[config.mk]
export PLATFORM = sky130hd
export DESIGN_NAME = matrix_elem_sequencer
export DESIGN_NICKNAME = d
export VERILOG_FILES = /design/src/rtl/matrix_pkg.sv /design/src/rtl/matrix_index_counter.sv /design/src/rtl/matrix_elem_sequencer.sv
export SDC_FILE = /design/constraint.sdc
export NUM_CORES = 1
export LEC_CHECK = 0
export ABC_AREA = 0
export ABC_CLOCK_PERIOD_IN_PS = 3500
export CAP_MARGIN = 20
export CORE_MARGIN = 2
export CORE_UTILIZATION = 35
export DETAILED_ROUTE_END_ITERATION = 16
export HOLD_SLACK_MARGIN = 0.15
export SLEW_MARGIN = 20
export SYNTH_ARGS = -nofsm -noshare
export SYNTH_HDL_FRONTEND = slang
export SYNTH_SLANG_ARGS = --single-unit
export TNS_END_PERCENT = 1
[constraint.sdc]
create_clock -name clk -period 3.5 [get_ports clk]
set_input_delay 0.7 -clock clk [delete_from_list [all_inputs] [get_ports clk]]
set_output_delay 0.7 -clock clk [all_outputs]
set_load 0.02 [all_outputs]
[src/rtl/matrix_pkg.sv]
// Shared constants, opcodes and state encoding for the matrix element path.
// The ALU decodes the same opcode constants.
package matrix_pkg;

    localparam int DW     = 8;
    localparam int AW     = 5;
    localparam int STRIDE = 5;
    localparam int MAXN   = 5;

    localparam logic [2:0] OP_ADD   = 3'b000;
    localparam logic [2:0] OP_SUB   = 3'b001;
    localparam logic [2:0] OP_MULT  = 3'b010;
    localparam logic [2:0] OP_MULTR = 3'b011;
    localparam logic [2:0] OP_DET   = 3'b100;
    localparam logic [2:0] OP_TRANS = 3'b101;
    localparam logic [2:0] OP_OPP   = 3'b110;
    localparam logic [2:0] OP_RST   = 3'b111;

    typedef enum logic [2:0] {
        S_IDLE,
        S_CHECK,
        S_RUN,
        S_DRAIN,
        S_DONE
    } state_t;

    function automatic logic [AW-1:0] elem_addr(
        input logic [2:0] r,
        input logic [2:0] c
    );
        return AW'(r) * AW'(STRIDE) + AW'(c);
    endfunction

endpackage

[src/rtl/matrix_index_counter.sv]
// Row-major row/col walker with registered straight and transposed addresses.
// Wraps back to (0,0) after the last element so idle addresses read as zero.
module matrix_index_counter
    import matrix_pkg::*;
(
    input  logic          clk,
    input  logic          rst_n,
    input  logic          load,
    input  logic          advance,
    input  logic          transpose,
    input  logic [2:0]    n,
    output logic [AW-1:0] addr,
    output logic [AW-1:0] taddr,
    output logic          last
);

    logic [2:0] row, col, nm1;
    logic [2:0] row_n, col_n;
    logic       tr;

    assign last = (row == nm1) && (col == nm1);

    always_comb begin
        row_n = row;
        col_n = col;
        if (last) begin
            row_n = 3'd0;
            col_n = 3'd0;
        end else if (col == nm1) begin
            row_n = row + 3'd1;
            col_n = 3'd0;
        end else begin
            col_n = col + 3'd1;
        end
    end

    always_ff @(posedge clk or negedge rst_n) begin
        if (!rst_n) begin
            row   <= '0;
            col   <= '0;
            nm1   <= '0;
            tr    <= 1'b0;
            addr  <= '0;
            taddr <= '0;
        end else if (load) begin
            row   <= '0;
            col   <= '0;
            nm1   <= n - 3'd1;
            tr    <= transpose;
            addr  <= '0;
            taddr <= '0;
        end else if (advance) begin
            row   <= row_n;
            col   <= col_n;
            addr  <= elem_addr(row_n, col_n);
            taddr <= tr ? elem_addr(col_n, row_n) : elem_addr(row_n, col_n);
        end
    end

endmodule

[src/rtl/matrix_elem_sequencer.sv]
// Walks an NxN matrix, reading A/B, feeding the ALU and writing C two cycles later.
// Rejects multM/detM and out-of-range sizes without touching memory.
module matrix_elem_sequencer
    import matrix_pkg::*;
(
    input  logic          clk,
    input  logic          rst_n,
    input  logic          start,
    input  logic [2:0]    op,
    input  logic [2:0]    size,
    output logic          busy,
    output logic          done,
    output logic          err,
    output logic [AW-1:0] a_raddr,
    output logic [AW-1:0] b_raddr,
    input  logic [DW-1:0] a_rdata,
    input  logic [DW-1:0] b_rdata,
    output logic [2:0]    alu_op,
    output logic [2:0]    alu_s,
    output logic [DW-1:0] alu_r1,
    output logic [DW-1:0] alu_r2,
    input  logic [DW-1:0] alu_result,
    output logic          c_we,
    output logic [AW-1:0] c_waddr,
    output logic [DW-1:0] c_wdata
);

    state_t        state, state_n;
    logic          accept, legal, run, last, bzero;
    logic          rej_q, drain_q, v1;
    logic [AW-1:0] addr, taddr, wa1;
    logic [2:0]    cnt_n;

    assign accept = (state == S_IDLE) && start;
    assign run    = (state == S_RUN);
    assign cnt_n  = (op == OP_RST) ? 3'(MAXN) : size;
    assign legal  = !(alu_op == OP_MULT || alu_op == OP_DET ||
                      (alu_op != OP_RST &&
                       (alu_s < 3'd2 || alu_s > 3'(MAXN))));
    assign bzero  = (alu_op == OP_MULTR) || (alu_op == OP_OPP);

    assign a_raddr = taddr;
    assign b_raddr = bzero ? '0 : addr;
    assign alu_r1  = a_rdata;
    assign alu_r2  = b_rdata;

    matrix_index_counter u_idx (
        .clk       (clk),
        .rst_n     (rst_n),
        .load      (accept),
        .advance   (run),
        .transpose (op == OP_TRANS),
        .n         (cnt_n),
        .addr      (addr),
        .taddr     (taddr),
        .last      (last)
    );

    always_ff @(posedge clk or negedge rst_n) begin
        if (!rst_n) state <= S_IDLE;
        else        state <= state_n;
    end

    always_comb begin
        state_n = state;
        busy    = 1'b0;
        done    = 1'b0;
        err     = 1'b0;
        unique case (state)
            S_IDLE: begin
                if (start) state_n = S_CHECK;
            end
            S_CHECK: begin
                busy    = 1'b1;
                state_n = legal ? S_RUN : S_DONE;
            end
            S_RUN: begin
                busy = 1'b1;
                if (last) state_n = S_DRAIN;
            end
            S_DRAIN: begin
                busy = 1'b1;
                if (drain_q) state_n = S_DONE;
            end
            S_DONE: begin
                done    = 1'b1;
                err     = rej_q;
                state_n = S_IDLE;
            end
            default: state_n = S_IDLE;
        endcase
    end

    always_ff @(posedge clk or negedge rst_n) begin
        if (!rst_n) begin
            alu_op  <= '0;
            alu_s   <= '0;
            rej_q   <= 1'b0;
            drain_q <= 1'b0;
        end else begin
            if (accept) begin
                alu_op <= op;
                alu_s  <= size;
            end
            if (state == S_CHECK) rej_q <= !legal;
            drain_q <= (state == S_DRAIN) && !drain_q;
        end
    end

    // Write address/valid ride two stages behind the read address.
    always_ff @(posedge clk or negedge rst_n) begin
        if (!rst_n) begin
            v1      <= 1'b0;
            wa1     <= '0;
            c_we    <= 1'b0;
            c_waddr <= '0;
            c_wdata <= '0;
        end else begin
            v1      <= run;
            wa1     <= addr;
            c_we    <= v1;
            c_waddr <= wa1;
            if (v1) c_wdata <= (alu_op == OP_RST) ? '0 : alu_result;
        end
    end

endmodule

==> impl_results.md, run 1 <==
- Status: complete, no violations
- WHS: 0.356 ns
- DP HPWL: 3870 µm
- Final TNS setup: 0 ns
- Synth cell types: 41
- Final max-slew violation count: 0
- Sw frac: 43.3%
- Starting density of the core: around 36%
- Max Cap Viol: 0
- Avg WL per Cell: 13.5 µm
- Largest net degree at the start of global routing: 40
- CTS tree: built
- Async S/R FF share, synth: 100%
- Final Hold Viols: 0
- Final Non-Filler Cells: 381
- CTS Root Cell: clkbuf_8
- Syn-to-layout area delta: 24.0%
- Overflow after GRT: 0
- Final setup vio count: 0
- Vias/cell: around 4.8
- Nets@finish: 330
- 1st-iter DRT viols: 80
- P per Cell Area: 1000 nW/µm²
- Share of cells above drive strength 1: about 8.5%
- Top-area cell type share of the netlist area: 49.8%
- Residual DRC: 0
- Post-synthesis cell count: 241
- Clock transition at path regs: 0.10 ns
- Sequential share of the synthesized area: approximately 50%
- Internal: 1.81 mW
- CP Max Fanout: 8
- Yosys reg bits: 51
- Clock network fraction of design power: 11.4%
- Port Buffer Count: 49
- Flop pwr share: 32.2%
- Rows: 31
- Vias in the first global route: 1737
- Post CTS Setup Buffer Count: 0
- I/O pins: 82
- Chip width: 89.6 µm
- Net Sw Power: around 1.4 mW
- Total core area: 7180 µm²
- Clk_lat worst skew: 0.31 ns
- Final WS setup: about 0.25 ns
- Global-route wire length before repair: 8340 µm
- Routed vias: approximately 1800
- H-tree depth: 2
- Number of synthesized flops with an enable pin: 0
- RePlAce Congestion: 0.863
- Initial antenna violation count: 0
- Drt first pass iters: 4
- Critical-path top delay cell: dfrtp_1
- Crit path time final: 3.25 ns
- WS Path Type: flip-flop to flip-flop
- Most frequent cells in the layout: 51 x dfrtp_1, 48 x clkdlybuf4s50_1, 37 x nand2_1
- Antenna viol nets, final: 0
- RSZ-0062 raised after global routing: no
- Relative slew margins: 41.6%
- Fin crit share: 92.9%
- TritonCTS sink count: 51
- Hold Buf Count CTS: 0
- Critical Path Sink Type: flip-flop
- Worst setup SP type: flip-flop
- Ys Warns: 0
- CTS Buffer Depth: 2
- P_leak: 1.47 nW
- CP Data Required Time: 3.71 ns
- Comb pwr share: between 50% and 60%
- Commonest non-fill, non-tap cell in the layout: dfrtp_1
- Placed insts: 373
- Die Height: around 90 µm
- Synth area leader: dfrtp_1
- Post-Syn Area: ~2600 µm²
- Full die area: around 8000 µm²
- Area contributors post-synth: dfrtp_1 50%, ha_1 7.8%, a22o_1 6.5%
- N_diodes: 0
- Worst slew pin tran: 0.876 ns
- Crit path largest cell delay: between 0.4 and 0.5 ns
- Hold crit path type: flip-flop to flip-flop
- Total Wirelength: 5130 µm
- Cts bufs inserted: 5
- Max Freq: 0.308 GHz
- Max Clock Skew: 0.00463 ns
- Top_reg_cell synth: dfrtp_1
- Overall Global Routing Usage: between 10% and 20%
- Place WS: slightly above 0.2 ns
- Critical-path cell list: xnor2_1 > and3_4 > nor2_1 > ha_1 > and2_1 > a32o_1 > or2_2 > ha_1 > o21ai_0 > a2111o_1 > o211ai_2 > xnor2_1 > o21ai_1
- Worst VDD drop: roughly 0.50 mV
- Worst Path Arrival: 3.46 ns
- Average size of a mapped cell: between 10 and 15 µm²
- Syn Nets: 290
-- flip-flops by register name, indices dropped and copies added (netlist names) --
name         cells
c_waddr          5
state            3
wa1              5
c_we             1
rej_q            1
v1               1
drain_q          1
u_idx.addr       5
alu_op           3
u_idx.taddr      5
u_idx.nm1        3
u_idx.col        3
alu_s            3
c_wdata          8
u_idx.row        3
u_idx.tr         1
-- repair_timing --
item	CTS	global route
endpoints found under the hold margin	0	0
gates resized for setup	0	2
setup endpoints to repair	0	1
-- final timing paths --
| path | start | endpoint | slack, ns | cells past startpoint |
|---|---|---|---|---|
| max | u_idx.col[0] | u_idx.taddr[4] | 0.25 | 13 |
| min | wa1[3] | c_waddr[3] | 0.36 | 0 |
| max reg2reg | u_idx.col[0] | u_idx.taddr[4] | 0.25 | 13 |
| min reg2reg | wa1[3] | c_waddr[3] | 0.36 | 0 |
| max in group asynchronous | rst_n | u_idx.row[1] | 2.30 | 2 |
| min in group asynchronous | rst_n | c_waddr[4] | 0.49 | 1 |
-- kinds of logic after synthesis --
kind of cell	Yosys count	synth area share, %
and+or+nand+nor	79	14.6
DFF	51	49.8
AOI/OAI and AO/OA	50	14.5
buffers and inverters	25	6.29
xor gates and xnor gates	18	6.15
adders and majority gates	16	7.80
muxes	2	0.829
-- worst max-delay path, delay by kind of cell (launching register included) --
family / cells / cell delay, ns
AND/OR/NAND/NOR: 4 / 0.78
XOR/XNOR: 2 / 0.35
AO/OA/AOI/OAI: 5 / 0.90
adder cells (fa/ha/maj): 2 / 0.67
flip-flops: 1 / 0.45
-- stage by stage --
stage               cell area, µm²  total power [mW]  utilization [%]
floorplan                     2560              2.22                -
global placement              3080              2.83             42.9
detailed placement            3080              2.84             42.9
CTS                           3170              3.22             44.2
global route                  3180              3.46             44.3
finish                        3180              3.19             44.3
-- area by class of cell --
| class | count | area (µm²) |
|---|---|---|
| multi-input cells | 165 | 1140 |
| well taps | 99 | 124 |
| repair buffers | 55 | 531 |
| fillers | 657 | 4000 |
| flip-flops and latches | 51 | 1280 |
| inverters | 3 | 11.3 |
| clock inverters | 3 | 28.8 |
| clock buffers | 5 | 68.8 |
-- routing by layer --
metal | part of all wire (%) | wire length (µm) | GRT usage, %
met5 | 0 | 0 | 0
met4 | 0.56 | 29 | 2.58
met3 | 8.2 | 419 | 3.56
met2 | 44 | 2270 | 21.5
met1 | 47 | 2420 | 18.7
-- power groups by stage --
stage	sequential (mW)	combinational, mW	clock, mW
2_1_floorplan	1.12	1.09	0
3_3_place_gp	1.03	1.79	0
3_5_place_dp	1.04	1.80	0
4_1_cts	1.03	1.82	0.375
5_1_grt	1.07	2.01	0.394
6_report	1.03	1.80	0.363
-- cells in the mapped netlist (2+ instances only) --
library cell  count
and3_1            2
a31oi_1           2
nand3_1           5
o21ai_1           2
and2_1            8
buf_4            16
clkbuf_1          5
a22o_1           19
inv_1             2
o21ai_0           7
dfrtp_1          51
ha_1             16
xor2_1            7
xnor2_1          11
a21oi_1           8
o31ai_1           3
nor2_1           14
nor2b_1           3
nand2b_1          2
nand2_1          37
Note: power is estimated with default switching activity, not from simulation.
==> run 2, diff against run 1 <==
--- a/config.mk
+++ b/config.mk
@@ -8,7 +8,7 @@
 export ABC_AREA = 0
 export ABC_CLOCK_PERIOD_IN_PS = 3500
 export CAP_MARGIN = 20
-export CORE_MARGIN = 2
+export CORE_MARGIN = 1.5
 export CORE_UTILIZATION = 35
 export DETAILED_ROUTE_END_ITERATION = 16
 export HOLD_SLACK_MARGIN = 0.15
==> impl_results.md, run 2 (synthesis gave the netlist of run 1 again) <==
- Status: complete, no violations
- Port Buffer Count: between 40 and 50
- Worst setup SP type: flip-flop
- Chip width: 88.6 µm
- Worst Path Arrival: 3.44 ns
- Avg WL per Cell: 13.3 µm
- Total Wirelength: 5060 µm
- Post CTS Setup Buffer Count: 0
- Rows: 31
- Initial antenna violation count: 0
- Most frequent cells in the layout: 51 x dfrtp_1, 48 x clkdlybuf4s50_1, 37 x nand2_1
- Vias/cell: between 4 and 5
- I/O pins: 82
- Crit path time final: 3.24 ns
- H-tree depth: 2
- Max Clock Skew: 0.0118 ns
- Fill cell count: about 690
- Global-route wire length before repair: approximately 8400 µm
- Worst VDD drop: roughly 0.33 mV
- Die Height: between 80 and 90 µm
- Place WS: 0.171 ns
- Total core area: approximately 7000 µm²
- Max Freq: 0.309 GHz
- Placed Area: 3070 µm²
- Net Sw Power: 1.38 mW
- Largest net degree at the start of global routing: 35
- N_diodes: 0
- RePlAce Congestion: 0.815
- Nets@finish: 329
- Share of cells above drive strength 1: 7.83%
- RSZ-0062 raised after global routing: no
- Full die area: 7850 µm²
- Final WS setup: 0.259 ns
- CP Max Fanout: 8
- WS Path Type: flip-flop to flip-flop
- Fin crit share: about 90%
- DP HPWL: 3780 µm
- CTS Buffer Depth: 2
- Worst slew pin tran: 0.727 ns
- Largest register by flop count: c_wdata
- Clock transition at path regs: around 0.1 ns
- Starting density of the core: approximately 36%
- Drt first pass iters: 4
- Antenna viol nets, final: 0
- CTS tree: built
- Clock network fraction of design power: 11.5%
- CTS Root Cell: clkbuf_8
- TritonCTS sink count: 51
- P_leak: 1.46 nW
- Max reg flops: 8
- Hold crit path type: flip-flop to flip-flop
- Sw frac: 43.4%
- Cts bufs inserted: 5
- Residual DRC: 0
- CP Data Required Time: 3.70 ns
- Clk_lat worst skew: around 0.32 ns
- Routed vias: 1822
- Overflow after GRT: 0
- 1st-iter DRT viols: 51
- Internal: 1.80 mW
- Final max-slew violation count: 0
- Final Hold Viols: 0
- Reg2reg setup slack: 0.26 ns
- Final setup vio count: 0
- Syn-to-layout area delta: 23.5%
- Overall Global Routing Usage: 14.2%
- Flop pwr share: 32.3%
- Fin area: roughly 3200 µm²
- Relative slew margins: ~52%
- Commonest non-fill, non-tap cell in the layout: dfrtp_1
- Critical Path Sink Type: flip-flop
- Comb pwr share: between 50% and 60%
- P per Cell Area: 1000 nW/µm²
- Max Cap Viol: 0
- Vias in the first global route: 1804
- Hold Buf Count CTS: 0
- Final TNS setup: 0 ns
run 2: changes by cell type in the layout (fill, tap and decap cells not counted), sizes merged:
cell	before	now
buf	7	6
clkinv	3	2
clkinvlp	0	1
run 2: timing repair:
item                                    in CTS  in global routing
hold endpoints to repair                     0                  0
endpoints found under the setup margin       0                  1
resized for setup                            0                  1
run 2: power by group through the flow:
stage | logic, mW | registers [mW] | clock network (mW)
global route | 2.00 | 1.07 | 0.402
global placement | 1.77 | 1.03 | 0
CTS | 1.81 | 1.03 | 0.378
detailed placement | 1.79 | 1.04 | 0
floorplan | 1.09 | 1.12 | 0
finish | 1.78 | 1.02 | 0.364
run 2: path summary, 6_finish.rpt:
kind,endpoint,depth (start not counted),startpoint
worst max register to register,u_idx.taddr[4],13,u_idx.col[2]
worst min-delay path,c_waddr[4],0,wa1[4]
worst min register to register,c_waddr[4],0,wa1[4]
max in group asynchronous,u_idx.row[1],2,rst_n
worst max-delay path,u_idx.taddr[4],13,u_idx.col[2]
min in group asynchronous,v1,1,rst_n
run 2: worst max-delay path, stage by stage, from the launching register on:
cell      delay, ns
dfrtp_1        0.44
xnor2_1        0.22
and3_4         0.26
nor2_1         0.07
ha_1           0.34
and2_1         0.15
a32o_1         0.24
or2_2          0.28
ha_1           0.33
o21ai_0        0.11
a2111o_1       0.41
o211ai_2       0.08
xnor2_1        0.14
o21ai_1        0.07
run 2: metal layers:
metal / GRT usage, % / routed length [µm]
met5: 0 / 0
met4: 5.11 / 79
met3: 3.45 / 282
met2: 23.2 / 2260
met1: 18.4 / 2440
run 2: cell type report:
class | instances | area (µm²) | area share [%]
sequential | 51 | 1280 | 40.3
clock inverter | 3 | 27.5 | 0.869
clock buffer | 5 | 68.8 | 2.17
multi-input combinational | 165 | 1140 | 35.9
inverter | 3 | 11.3 | 0.356
tap | 99 | 124 | 3.91
timing repair buffer | 54 | 523 | 16.5
run 2: through the flow:
step | utilization [%] | std cells | hold WS [ns] | total power [mW]
2_1_floorplan | - | 241 | 0.331 | 2.22
3_3_place_gp | 42.8 | 372 | 0.332 | 2.80
3_5_place_dp | 42.8 | 372 | 0.336 | 2.83
4_1_cts | 44.1 | 380 | 0.355 | 3.21
5_1_grt | 44.1 | 380 | 0.360 | 3.47
6_report | 44.1 | 380 | 0.356 | 3.17
==> run 3, diff against run 2 <==
--- a/config.mk
+++ b/config.mk
@@ -9,9 +9,10 @@
 export ABC_CLOCK_PERIOD_IN_PS = 3500
 export CAP_MARGIN = 20
 export CORE_MARGIN = 1.5
-export CORE_UTILIZATION = 35
+export CORE_UTILIZATION = 46
 export DETAILED_ROUTE_END_ITERATION = 16
 export HOLD_SLACK_MARGIN = 0.15
+export PLACE_DENSITY = 0.8
 export SLEW_MARGIN = 20
 export SYNTH_ARGS = -nofsm -noshare
 export SYNTH_HDL_FRONTEND = slang
==> impl_results.md, run 3 (synthesis gave the netlist of run 1 again) <==
- Status: complete, no violations
- Most frequent cells in the layout: 51 x dfrtp_1, 48 x clkdlybuf4s50_1, 37 x nand2_1
- Residual DRC: 0
- Clock transition at path regs: 0.08 ns
- Sw frac: 41.0%
- Syn-to-layout area delta: 23.1%
- WHS: ~0.35 ns
- Largest net degree at the start of global routing: 52
- Hold Buf Count CTS: 0
- Clock network fraction of design power: 14.2%
- Post-Route M1 WL: 2210 µm
- Nets@finish: 328
- 1st-iter DRT viols: 61
- Chip width: around 78 µm
- Final max-slew violation count: 0
- Drt first pass iters: 4
- N_diodes: 0
- Internal: a little under 2 mW
- Initial antenna violation count: 0
- Top Metal Used: met4
- Net Sw Power: 1.34 mW
- Max Clock Skew: roughly 0.0046 ns
- Final Hold Viols: 0
- Antenna viol nets, final: 0
- Full die area: 6030 µm²
- Worst Path Arrival: 3.45 ns
- Fin crit share: 93.2%
- Placed Area: a little over 3000 µm²
- Post CTS Setup Buffer Count: 0
- P per Cell Area: about 1000 nW/µm²
- Worst VDD drop: 0.481 mV
- Relative slew margins: 34.9%
- WL met2: 2290 µm
- Commonest non-fill, non-tap cell in the layout: dfrtp_1
- I/O pins: 82
- Overall Global Routing Usage: 17.4%
- Worst setup SP type: flip-flop
- CTS Buffer Depth: 2
- Vias/cell: 5.27
- Crit path time final: ~3.3 ns
- CTS Root Cell: clkbuf_8
- Finished Core Util: around three fifths
- Worst slew pin tran: 0.973 ns
- P_leak: 1.48 nW
- RSZ-0062 raised after global routing: no
- Total power: 3.27 mW
- Total core area: 5440 µm²
- CP Data Required Time: 3.69 ns
- Final setup vio count: 0
- Share of cells above drive strength 1: 6.79%
- Fill cell count: between 400 and 500
- Die Height: 77.7 µm
- Hold crit path type: flip-flop to flip-flop
- Max Freq: between 0.3 and 0.4 GHz
- Critical Path Sink Type: flip-flop
- TritonCTS sink count: 51
- Met3 WL: 252 µm
- Routed vias: 1854
- Global-route wire length before repair: 8340 µm
- WS Path Type: flip-flop to flip-flop
- Total Wirelength: 4810 µm
- Max Cap Viol: 0
- Flop pwr share: 31.4%
- Cts bufs inserted: 5
- Port Buffer Count: between 40 and 50
- Rows: 27
- RePlAce Congestion: just over 0.8
- DP HPWL: ~3600 µm
- Avg WL per Cell: 13.7 µm
- Starting density of the core: a little under half
- Largest register by flop count: c_wdata
- CTS tree: built
- Fin area: 3160 µm²
- Max reg flops: 8
- CP Max Fanout: 8
- Clk_lat worst skew: 0.30 ns
- Comb pwr share: 54.4%
- Final TNS setup: 0 ns
- Overflow after GRT: 0
- H-tree depth: 2
- Vias in the first global route: 1798
run 3: cell types whose count changed in the layout (fill, tap and decap cells not counted), sizes merged:
cell      before  now
buf            6    5
clkinv         2    1
clkbuf         5    6
bufinv         0    2
inv            3    2
clkinvlp       1    0
run 3: worst paths after layout:
check	from	endpoint	slack, ns	depth (start not counted)
hold / removal	wa1[2]	c_waddr[2]	0.35	0
setup / recovery	u_idx.col[0]	u_idx.taddr[4]	0.24	13
max in group asynchronous	rst_n	u_idx.row[2]	2.68	1
hold reg to reg	wa1[2]	c_waddr[2]	0.35	0
setup reg to reg	u_idx.col[0]	u_idx.taddr[4]	0.24	13
min in group asynchronous	rst_n	c_wdata[7]	0.42	1
run 3: timing repair:
item                                    CTS  global route
resized for setup                         0             1
endpoints found under the setup margin    0             1
hold endpoints to repair                  0             0
run 3: area by class of cell:
cell class | instances | area, µm² | area share, %
Sequential cell | 51 | 1280 | 40.4
Clock inverter | 2 | 60.1 | 1.90
Timing Repair Buffer | 53 | 518 | 16.4
Tap cell | 72 | 90.1 | 2.85
Clock buffer | 6 | 72.6 | 2.30
Multi-Input combinational cell | 165 | 1130 | 35.8
Inverter | 3 | 11.3 | 0.357
run 3: critical path, cell delays in order, from the launching register on:
cell      delay, ns
dfrtp_1        0.44
xnor2_1        0.21
and3_4         0.26
nor2_1         0.08
ha_1           0.34
and2_1         0.15
a32o_1         0.25
or2_2          0.29
ha_1           0.33
o21ai_0        0.10
a2111o_1       0.40
o211ai_2       0.09
xnor2_1        0.14
o21ai_1        0.08
run 3: metal layers:
metal,track usage (%),vias to the layer above
li1,-,909
met1,22.5,884
met2,28.4,52
met3,4.47,9
met4,5.45,0
met5,0,-
run 3: per-stage QoR:
| stage | std cells | worst slack [ns] |
|---|---|---|
| 2_1_floorplan | 241 | 0.344 |
| 3_3_place_gp | 344 | 0.315 |
| 3_5_place_dp | 344 | 0.212 |
| 4_1_cts | 352 | 0.180 |
| 5_1_grt | 352 | 0.0585 |
| 6_report | 352 | 0.237 |
run 3: power by group through the flow:
| stage | sequential (mW) | combinational, mW | clock, mW |
|---|---|---|---|
| 2_1_floorplan | 1.12 | 1.09 | 0 |
| 3_3_place_gp | 1.03 | 1.74 | 0 |
| 3_5_place_dp | 1.04 | 1.77 | 0 |
| 4_1_cts | 1.03 | 1.79 | 0.482 |
| 5_1_grt | 1.07 | 1.97 | 0.509 |
| 6_report | 1.03 | 1.78 | 0.466 |
==> edit: new RTL, config.mk and constraints of run 1 <==
Change the package constant `DW` from 8 to 7.
--- a/src/rtl/matrix_pkg.sv
+++ b/src/rtl/matrix_pkg.sv
@@ -4,3 +4,3 @@
 
-    localparam int DW     = 8;
+    localparam int DW     = 7;
     localparam int AW     = 5;
Ports: changed (6 resized); port bits go from 82 to 76. The function was not compared with the original's and may differ.
==> edit against run 1 <==
Power fell by 6.3%. Routed wire length is 3.7% higher. Global-route usage fell by 0.33 points. Final area rose by 1.0%. Count of clock-buffer cells in the layout stayed put. Die area fell by 0.23%. Area after synthesis is 0.24% lower. Setup slack lost 0.076 ns. Utilization increased by 0.45 points. Sequential cell count decreased by 1.
==> edit: results (changes against run 1) <==
Global routing
  • Gr usage total: 0.132 (-0.00333)
  • Initial antenna violation count: 0 (unchanged)
  • Vias in the first global route: 1705 (-1.8%)
  • First-pass GRT wire length: 8030 um (-3.7%)
  • Global Route met2 Usage: 0.214 (-0.00110)
  • Largest net degree at the start of global routing: 39 (-2.5%)
  • Met3 Track Usage GR: 0.0314 (-0.00425)
  • Met1 Resource Use GR: 0.168 (-0.0187)

Min path
  • Worst Min Path Start: wa1[1]
  • Min-Delay Path Class: reg -> reg
  • Hold Path End: c_waddr[1]
  • Hold path cells: 0 (unchanged)

Detailed routing
  • Via count: 1825 (-0.98%)
  • DRT iter0 DRCs: 69 (-14%)
  • Met3 wire len: 263 um (-37%)
  • DRT Pass-1 Iters: 4 (unchanged)
  • Max layer used: met4
  • Wl on met1: 2530 um (+4.6%)
  • Met2 WL: 2400 um (+5.9%)
  • Final WL: 5320 um (+3.7%)

Synthesis
  • Multiplexer share of the synthesized area: 0.0161 (+0.00784)
  • Post-synthesis xor/xnor area fraction: 0.0582 (-0.00327)
  • Synth top cells by count: 50 x dfrtp_1, 32 x nand2_1, 20 x a22o_1
  • Syn_nets: 280 (-3.4%)
  • Complex-gate fraction of the synthesized area: 0.152 (+0.00622)
  • Synth top area cells: dfrtp_1 49%, ha_1 7.8%, a22o_1 6.8%, nand2_1 4.7%, buf_4 4.1%
  • Yosys warns: 0 (unchanged)
  • Unique masters post-synth: 41 (unchanged)
  • Post-synthesis sequential area ratio: 0.489 (-0.00856)
  • Ys async rst share: 1.00 (unchanged)
  • Top FF cell, synth: dfrtp_1
  • Adder-Cell Fraction of Synth Area: 0.0782 (+0.000191)

Clocking
  • CTS Buf Count: 5 (unchanged)
  • Root buf cell: clkbuf_8
  • Clock H-tree levels: 2 (unchanged)
  • Worst skew pair latency: 0.31 ns (about the same)
  • Clock transition at path regs: 0.10 ns (about the same)
  • Clock Tree Buf Depth: 2 (unchanged)

Placed design
  • HPWL Detailed: 3900 um (+0.88%)
  • Placer Congestion: 0.891 (+3.3%)
  • IO Port Bufs: 47 (-4.1%)

Timing
  • Relative slew slack: 0.453 (+0.0372)
  • Skew final: 0.00839 ns (+0.00377 ns)

Power
  • Leak: 1.49 nW (+1.0%)
  • Power Internal: 1.70 mW (-6.2%)
  • VDD IR max: 0.000279 V (-44%)

Layout
  • Final net count: 326 (-1.2%)
  • Fraction of layout cells with a size suffix above 1: 0.110 (+0.0252)
  • Top reg by flops: c_wdata
  • Max reg flops: 7 (-1)
  • # diodes: 0 (unchanged)
  • Layout fillers: 709 (+7.9%)

Setup path
  • CP Max Fanout: 5 (-3)
  • Worst reg-to-reg path cell count: 13 (unchanged)
  • End of the worst register-to-register path: u_idx.taddr[4]
  • R2r setup slk: 0.17 ns (-0.08 ns)
  • CP Launch Type: register
  • Worst R2R Start: u_idx.col[2]
  • Crit. End Element: register

Status
  • Status: complete, no violations
edit: cell types whose count changed in the layout (fill, tap and decap cells not counted), moves of 3 or more:
cell,delta
nand2_1,-5
xor2_1,+4
buf_4,+5
a21oi_1,-3
xnor2_1,-5
edit: power by group through the flow:
stage | Clock [mW] | Combinational [mW] | Sequential (mW)
after floorplan | 0 | 0.957 | 1.08
final | 0.350 | 1.67 | 0.969
after global routing | 0.382 | 1.84 | 1.00
after detailed placement | 0 | 1.63 | 0.985
after CTS | 0.363 | 1.65 | 0.973
after global placement | 0 | 1.63 | 0.974
edit: per-stage QoR:
stage	setup slack, ns	util	area, um2	cells	hold slack, ns
2_1_floorplan	0.283	-	2560	234	0.331
3_3_place_gp	0.147	0.427	3060	367	0.332
3_5_place_dp	0.0487	0.427	3060	367	0.337
4_1_cts	0.0405	0.440	3160	375	0.359
5_1_grt	-0.0571	0.448	3210	380	0.368
6_report	0.172	0.448	3210	380	0.355
edit: cell type report:
type / count / area share
multi-input cells: 161 / 0.368
clock inverters: 3 / 0.00740
well taps: 99 / 0.0386
inverters: 4 / 0.00467
clock buffers: 5 / 0.0214
flip-flops and latches: 50 / 0.390
repair buffers: 58 / 0.171
edit: repair_timing:
action	4_1_cts	5_1_grt
gates cloned	0	0
pin swaps	0	5
setup endpoints to repair	1	1
buffers inserted	0	5
resized for setup	1	5
edit: critical path, cell delays in order (launching register included):
cell and delay (ns):
dfrtp_1 0.43, xor2_1 0.20, or3_4 0.42, a22oi_4 0.22, o21ai_4 0.11, ha_1 0.28, ha_1 0.32, xor2_1 0.17
a22o_1 0.22, a21oi_2 0.14, xor2_1 0.18, xnor2_1 0.15, o21ai_0 0.10, a211oi_1 0.27
